--- config.mk ---
export PLATFORM = sky130hd
export DESIGN_NAME = cache_wb_buffer
export DESIGN_NICKNAME = d
export VERILOG_FILES = /design/src/rtl/cache_wb_buffer_pkg.sv /design/src/rtl/cache_wb_buffer.sv
export SDC_FILE = /design/constraint.sdc
export NUM_CORES = 1
export LEC_CHECK = 0
export BUFFER_PORTS_ARGS = -buffer_cell sky130_fd_sc_hd__buf_2
export CAP_MARGIN = 30
export CORE_ASPECT_RATIO = 1.2
export CORE_MARGIN = 2
export CORE_UTILIZATION = 56
export CTS_BUF_LIST = sky130_fd_sc_hd__clkbuf_16
export DETAILED_ROUTE_END_ITERATION = 8
export PLACE_DENSITY = 0.79
export SYNTH_ARGS = -nofsm -noshare
export SYNTH_HDL_FRONTEND = slang
export SYNTH_SLANG_ARGS = --single-unit
export TNS_END_PERCENT = 20
--- constraint.sdc ---
create_clock -name clk -period 17.7 [get_ports clk]
set_clock_uncertainty 0.15 [all_clocks]
set_input_delay 1.77 -clock clk [delete_from_list [all_inputs] [get_ports clk]]
set_output_delay 1.77 -clock clk [all_outputs]
set_load 0.01 [all_outputs]
--- src/rtl/cache_wb_buffer_pkg.sv ---
// Shared memory-interface types and write-back buffer definitions for the
// cache-to-memory path.
package cache_def_pipe_data;

  typedef struct packed {
    logic [31:0]  addr;
    logic [127:0] data;
    logic         rw;
    logic         valid;
  } mem_req_type;

  typedef struct packed {
    logic [127:0] data;
    logic         ready;
  } mem_data_type;

  localparam int WB_DEPTH = 2;

  typedef struct packed {
    logic         valid;
    logic [31:4]  line_addr;
    logic [127:0] data;
  } wb_entry_type;

  typedef enum logic [1:0] {
    IDLE,
    RD_WAIT,
    WR_WAIT
  } wb_state_e;

endpackage

--- src/rtl/cache_wb_buffer.sv ---
// Write-back buffer between cache controller and memory: coalesces line
// writes, forwards buffered data to reads, drains entries in allocation order.
module cache_wb_buffer
  import cache_def_pipe_data::*;
#(
  parameter int DEPTH = WB_DEPTH
) (
  input  logic         clk,
  input  logic         rst_n,
  input  mem_req_type  cache_req,
  output mem_data_type cache_rsp,
  output mem_req_type  mem_req,
  input  mem_data_type mem_rsp,
  output logic         full
);

  localparam int unsigned NENT = DEPTH;
  localparam int unsigned PW   = (DEPTH > 1) ? $clog2(DEPTH) : 1;

  function automatic logic [PW-1:0] f_idx(input int unsigned v);
    return PW'(v % NENT);
  endfunction

  function automatic logic [PW-1:0] f_inc(input logic [PW-1:0] p);
    return f_idx(32'(p) + 1);
  endfunction

  wb_entry_type  r_ent [NENT];
  logic [PW-1:0] r_head;
  logic [PW-1:0] r_tail;
  wb_state_e     r_state;
  wb_state_e     w_state_nxt;
  logic          r_rd_busy;
  logic [31:4]   r_rd_line;
  mem_data_type  r_rsp;
  mem_req_type   r_mem_req;

  logic          w_issue_rd;
  logic          w_issue_wr;
  logic          w_head_busy;
  logic          w_wr_done;
  logic          w_rd_done;
  logic          w_can_take;
  logic          w_free_tail;
  logic          w_acc_wr;
  logic          w_acc_rd;
  logic          w_co_hit;
  logic [PW-1:0] w_co_idx;
  logic          w_rd_hit;
  logic [127:0]  w_rd_data;
  logic [PW-1:0] w_idx;
  logic          w_full;
  logic          w_unused_addr;

  assign w_unused_addr = ^cache_req.addr[3:0];

  always_comb begin
    w_state_nxt = r_state;
    w_issue_rd  = 1'b0;
    w_issue_wr  = 1'b0;
    unique case (r_state)
      IDLE: begin
        if (r_rd_busy) begin
          w_issue_rd  = 1'b1;
          w_state_nxt = RD_WAIT;
        end else if (r_ent[r_head].valid) begin
          w_issue_wr  = 1'b1;
          w_state_nxt = WR_WAIT;
        end
      end
      RD_WAIT: if (mem_rsp.ready) w_state_nxt = IDLE;
      WR_WAIT: if (mem_rsp.ready) w_state_nxt = IDLE;
      default: w_state_nxt = IDLE;
    endcase
  end

  always_ff @(posedge clk) begin
    if (!rst_n) r_state <= IDLE;
    else        r_state <= w_state_nxt;
  end

  assign w_wr_done = (r_state == WR_WAIT) && mem_rsp.ready;
  assign w_rd_done = (r_state == RD_WAIT) && mem_rsp.ready;
  // The head is already committed to memory on the edge IDLE issues it,
  // so it must not absorb a coalescing write on that same edge.
  assign w_head_busy = (r_state == WR_WAIT) || w_issue_wr;

  always_comb begin
    w_co_hit  = 1'b0;
    w_co_idx  = '0;
    w_rd_hit  = 1'b0;
    w_rd_data = '0;
    w_idx     = '0;
    for (int unsigned k = 0; k < NENT; k++) begin
      w_idx = f_idx(32'(r_head) + k);
      if (r_ent[w_idx].valid && (r_ent[w_idx].line_addr == cache_req.addr[31:4])) begin
        w_rd_hit  = 1'b1;
        w_rd_data = r_ent[w_idx].data;
        if (!w_co_hit && !(w_head_busy && (w_idx == r_head))) begin
          w_co_hit = 1'b1;
          w_co_idx = w_idx;
        end
      end
    end
  end

  always_comb begin
    w_full = 1'b1;
    for (int unsigned k = 0; k < NENT; k++) begin
      w_full = w_full & r_ent[k].valid;
    end
  end

  assign full = w_full;

  // When full, tail == head, so a draining head frees the slot being allocated.
  assign w_free_tail = !r_ent[r_tail].valid || (w_wr_done && (r_tail == r_head));
  assign w_can_take  = cache_req.valid && !r_rsp.ready && !r_rd_busy;
  assign w_acc_wr    = w_can_take && cache_req.rw && (w_co_hit || w_free_tail);
  assign w_acc_rd    = w_can_take && !cache_req.rw;

  always_ff @(posedge clk) begin
    if (!rst_n) begin
      for (int unsigned k = 0; k < NENT; k++) begin
        r_ent[k] <= '0;
      end
      r_head <= '0;
      r_tail <= '0;
    end else begin
      if (w_wr_done) begin
        r_ent[r_head].valid <= 1'b0;
        r_head              <= f_inc(r_head);
      end
      if (w_acc_wr) begin
        if (w_co_hit) begin
          r_ent[w_co_idx].data <= cache_req.data;
        end else begin
          r_ent[r_tail] <= '{valid: 1'b1, line_addr: cache_req.addr[31:4], data: cache_req.data};
          r_tail        <= f_inc(r_tail);
        end
      end
    end
  end

  always_ff @(posedge clk) begin
    if (!rst_n) begin
      r_rd_busy <= 1'b0;
      r_rd_line <= '0;
    end else if (w_rd_done) begin
      r_rd_busy <= 1'b0;
    end else if (w_acc_rd && !w_rd_hit) begin
      r_rd_busy <= 1'b1;
      r_rd_line <= cache_req.addr[31:4];
    end
  end

  always_ff @(posedge clk) begin
    if (!rst_n) begin
      r_rsp <= '0;
    end else if (w_rd_done) begin
      r_rsp <= '{data: mem_rsp.data, ready: 1'b1};
    end else if (w_acc_wr) begin
      r_rsp <= '{data: '0, ready: 1'b1};
    end else if (w_acc_rd && w_rd_hit) begin
      r_rsp <= '{data: w_rd_data, ready: 1'b1};
    end else begin
      r_rsp <= '0;
    end
  end

  always_ff @(posedge clk) begin
    if (!rst_n) begin
      r_mem_req <= '0;
    end else if (w_issue_rd) begin
      r_mem_req <= '{addr: {r_rd_line, 4'h0}, data: '0, rw: 1'b0, valid: 1'b1};
    end else if (w_issue_wr) begin
      r_mem_req <= '{addr: {r_ent[r_head].line_addr, 4'h0}, data: r_ent[r_head].data,
                     rw: 1'b1, valid: 1'b1};
    end else if (w_rd_done || w_wr_done) begin
      r_mem_req <= '0;
    end
  end

  assign cache_rsp = r_rsp;
  assign mem_req   = r_mem_req;

endmodule

; ---- Yosys cells after proc, flatten, opt, wreduce, memory -nomap -nowiden
; Memories as Yosys holds them, arrays and structs flattened. A register that Yosys moved wholly into a read port is not among the register bits.
; Index checks and enable logic that the tools add are counted.
; W data, S select, Z words.
[totals]
ff_bits = 320
latch_bits = 0
ramBits = 314
romBits = 0
mem_count = 1
[mem_list]
columns = memory, words, word_bits, rd, rd_clocked_by_memory_dff, write_ports, line_no
row1 = r_ent, 2, 157, 5, 2, 2, cache_wb_buffer.sv:28  ; wb_entry_type r_ent [NENT];
[classes]
n_addsub = 2
mul = 0
div_mod_pow = 0
magnitude_cmp = 0
eq_ne = 8
shift = 0
n_mux = 52
bitwise = 4
reduce_logical = 37
[op_table]
columns = op, count
row1 = $mux W162, 3
row2 = $mux W157, 3
row3 = $reduce_or A157 Y1, 3
row4 = $mux W129, 3
row5 = $mux W128, 2
row6 = $eq A28 B28 Y1, 2
row7 = $mux W1, 34
row8 = $logic_and A1 B1 Y1, 14
row9 = $mux W2, 6
row10 = $logic_not A1 Y1, 7
row11 = $reduce_and A2 Y1, 3
row12 = $reduce_or A2 Y1, 3
row13 = $logic_or A1 B1 Y1, 4
row14 = $pmux W2 S2, 1
row15 = $ne A3 B3 Y1 const B, 1
row16 = $not A1 Y1, 3
row17 = $reduce_bool A3 Y1, 1
row18 = $add A1 B1 Y1 const B, 2
row19 = $eq A1 B1 Y1, 2
row20 = $eq A2 B1 Y1 const B, 1
row21 = $eq A2 B2 Y1 const B, 1
row22 = $logic_not A2 Y1, 1
row23 = $ne A2 B1 Y1 const B, 1
row24 = $reduce_bool A2 Y1, 1
row25 = $and A1 B1 Y1, 1

; ---- Longest topological paths before layout
[depth]
word_depth = 18
depth_mapped = 12
depth_no_buf = 9

; ---- Least setup slack after synthesis
; No wires, ideal clock.
[synth_timing]
kind = input to register
start = input port cache_req[147] in the netlist's numbering
end = memory r_ent[0][0] in the netlist's numbering (enable)
arrival_time_ps = 12402
t_required_ps = 16758
path_slack_ps = 4356
stages = 8
path_cell_list = xnor2_1 -> or4_4 -> or4_1 -> buf_2 -> o21ai_1 -> a21oi_1 -> buf_2 -> o21ai_0
[synth_lines]
columns = element, line_no
row1 = start: declaration, cache_wb_buffer.sv:10  ; input mem_req_type cache_req,
row2 = end: declaration, cache_wb_buffer.sv:28

==> results_dict.tcl <==
set metrics [dict create \
    coreArea_um2 53900 \
    finalCriticalPeriod_ns 6.66 \
    critical_path_class "flip-flop to flip-flop" \
    routed.top_layer "met5" \
    multi_input_area_um2 12900 \
    grt_pass1_vias 25210 \
    route.met3.wl_um 10900 \
    tightest_slew_ns 1.10 \
    setup_violations 0 \
    finalHoldViolations 0 \
    fp.dieArea_um2 56500 \
    wl_met2_um 47900 \
    status "completed" \
    synth-edff-count 314 \
    io-pin-count 585 \
    drv_slew 0 \
    grt_first_pass_wirelength_um 149000 \
    post-cts-setup-buffers 0 \
    cts_resized 0 \
    grt-ovfl-total 0 \
    die_y_um 260 \
    clkLatencyLatePin_ns 0.64 \
    min_from "r_rd_line[27]" \
    drt_iter0_markers 3207 \
    nets 3874 \
    layout_setup_ws_ns 11.04 \
    cp-end-kind "flip-flop" \
    critPathMaxFanout 72 \
    ys.flop_type "dfxtp_1" \
    via_per_inst 6.26 \
    drc_errors 0 \
    power_uw 3530 \
    synth_mux_area_share_pct 2.92 \
    yosys.area_share.adder_pct 0.123 \
    post_synth_main_area_contributors "edfxtp_1 31%, dfxtp_1 21%, nand2_1 5.6%" \
    synth_top_family_by_area "simple AND/OR/NAND/NOR gates" \
    worstSetupStartpoint "r_head" \
    syn_area_per_cell_um2 9.53 \
    period_share_pct 37.6 \
    synth-compound-area-share_pct 18.2 \
    cp-start-kind "flip-flop" \
    final_common_cell "buf_2" \
    final_cell_mix "577 x buf_2, 449 x nand2_1, 320 x dfxtp_1" \
    seq_area_um2 15900 \
    syn2layout_area_growth_pct 16.5 \
    synth-simple-area-share_pct 18.9 \
    cts.sinks 636 \
    min_path_type "flip-flop to flip-flop" \
    num_vias 27354 \
    cts_buffers 61 \
    r2r_start "r_head" \
    drtPass1Iterations 8 \
    maxCapViolations 0 \
    fmax_mhz 150 \
    pre_cts_ws_ns 11.14 \
    postRouteAntennaNets 0 \
    leakage_uw 0.0139 \
    ctsHoldBuffers 0 \
    wl_met1_um 36100 \
    fill_cells 4311 \
    clockRootBuffer "clkbuf_16" \
    initial_core_util_pct 56.7 \
    cts_tree "yes" \
    rows 93 \
    synth_area_um2 30600 \
    crit_arrival_ns 6.85 \
    numPortBuffers 576 \
    chipWidth_um 217 \
    vdd_ir_drop_max_mv 0.0920 \
    hpwl_um 61700 \
    drive_gt1_share_pct 23.4 \
    gp_congestion 0.922 \
    setup_tns_ns 0 \
    synth-seq-cells 636 \
    yosysWarnings 0 \
    cp.required_ns 17.89 \
    synth_xor_area_share_pct 1.60 \
    htreeDepth 2 \
    powerDensity_nw_per_um2 99.2 \
    grt_max_degree 103 \
    rsz0062_at_grt "no" \
    clock_path_buffers 3 \
    yosysSeqAreaShare_pct 51.9 \
    track_usage_pct 34.2 \
    antenna_found_initial 41 \
    clkSlewWorstSetupHoldPaths_ns 0.06 \
    routedWlPerCell_um 23.0 \
    synth.distinct_cells 53 \
    drt-total-wl_um 101000 \
    slew_headroom_pct 26.5 \
    ys_async_sr_fraction_pct 0 \
    synth_top_area_cell "edfxtp_1" \
    synth_top_area_share_pct 30.8 \
    syn_inst 3208 \
]
==> registers in the layout, summed over array words and instances, names as in the netlist, named ones only <==
name,flops
r_rd_busy,1
mem_req,158
r_tail,1
r_ent,314
r_rd_line,28
r_head,1
r_state,2
cache_rsp,129
==> synth_stat cells (3+ instances only) <==
| master | n |
|---|---|
| o21ai_0 | 12 |
| buf_1 | 9 |
| nor4_1 | 18 |
| nand2_1 | 453 |
| buf_4 | 5 |
| and2_1 | 59 |
| nand2b_1 | 131 |
| buf_6 | 3 |
| xnor2_1 | 56 |
| a311oi_1 | 128 |
| mux2i_1 | 88 |
| buf_2 | 95 |
| nand4_1 | 4 |
| a22oi_1 | 131 |
| and4_1 | 3 |
| a21oi_1 | 133 |
| nor3_2 | 110 |
| edfxtp_1 | 314 |
| ha_1 | 3 |
| a31oi_1 | 130 |
| a211oi_1 | 128 |
| nor2_1 | 191 |
| nor2b_1 | 3 |
| clkbuf_1 | 208 |
| nor3_1 | 149 |
| dfxtp_1 | 322 |
| o21ai_1 | 123 |
| and3_1 | 5 |
| inv_1 | 133 |
| a221oi_1 | 28 |
| or4_1 | 3 |
==> where the power goes <==
group | internal (µW) | switching [µW]
Clock | 689 | 576
Combinational | 188 | 401
Sequential | 1630 | 48.3
==> path summary, 6_finish.rpt <==
check             endpoint  slack, ns  cells after the start
max reg2reg   r_ent[1][82]      11.04                     10
max           r_ent[1][82]      11.04                     10
min reg2reg  r_rd_line[27]       0.31                      2
min          r_rd_line[27]       0.31                      2
==> area by class of cell <==
class / count / area share, %
Multi-Input combinational cell: 2120 / 36.3
Tap cell: 712 / 2.50
Clock buffer: 65 / 4.57
Sequential cell: 636 / 44.6
Inverter: 133 / 1.41
Timing Repair Buffer: 626 / 9.57
Clock inverter: 50 / 0.808
Antenna cell: 30 / 0.211
==> critical path: stages (launching register included) <==
cell      delay, ns
dfxtp_4        0.76
buf_4          0.81
inv_4          0.59
o21a_1         0.41
nor4_4         0.27
buf_4          0.71
nand3_1        0.20
nand3b_1       0.64
buf_4          0.72
buf_4          0.74
a211oi_1       0.18
==> kinds of logic after synthesis <==
family,after synthesis
AOI/OAI and AO/OA,826
xor gates and xnor gates,56
adders and majority gates,3
buffers and inverters,455
DFF,636
muxes,89
other,1
and+or+nand+nor,1142
==> metal layers <==
metal | track usage [%] | vias to the layer above
met3 | 7.37 | 318
met2 | 55.6 | 1694
met1 | 42.4 | 12945
li1 | - | 12379
met4 | 19.5 | 18
met5 | 0 | -
==> stage by stage <==
| stage | cell area, µm² | instances | hold WS (ns) | utilization, % |
|---|---|---|---|---|
| after global routing | 35600 | 4368 | 0.326 | 66.1 |
| after global placement | 33400 | 4218 | 0.290 | 62.0 |
| after floorplan | 30600 | 3211 | 0.288 | - |
| after detailed placement | 33500 | 4223 | 0.297 | 62.2 |
| after CTS | 35400 | 4338 | 0.313 | 65.8 |
| final | 35600 | 4372 | 0.312 | 66.1 |
No activity file was read; power rests on OpenSTA's default activity.
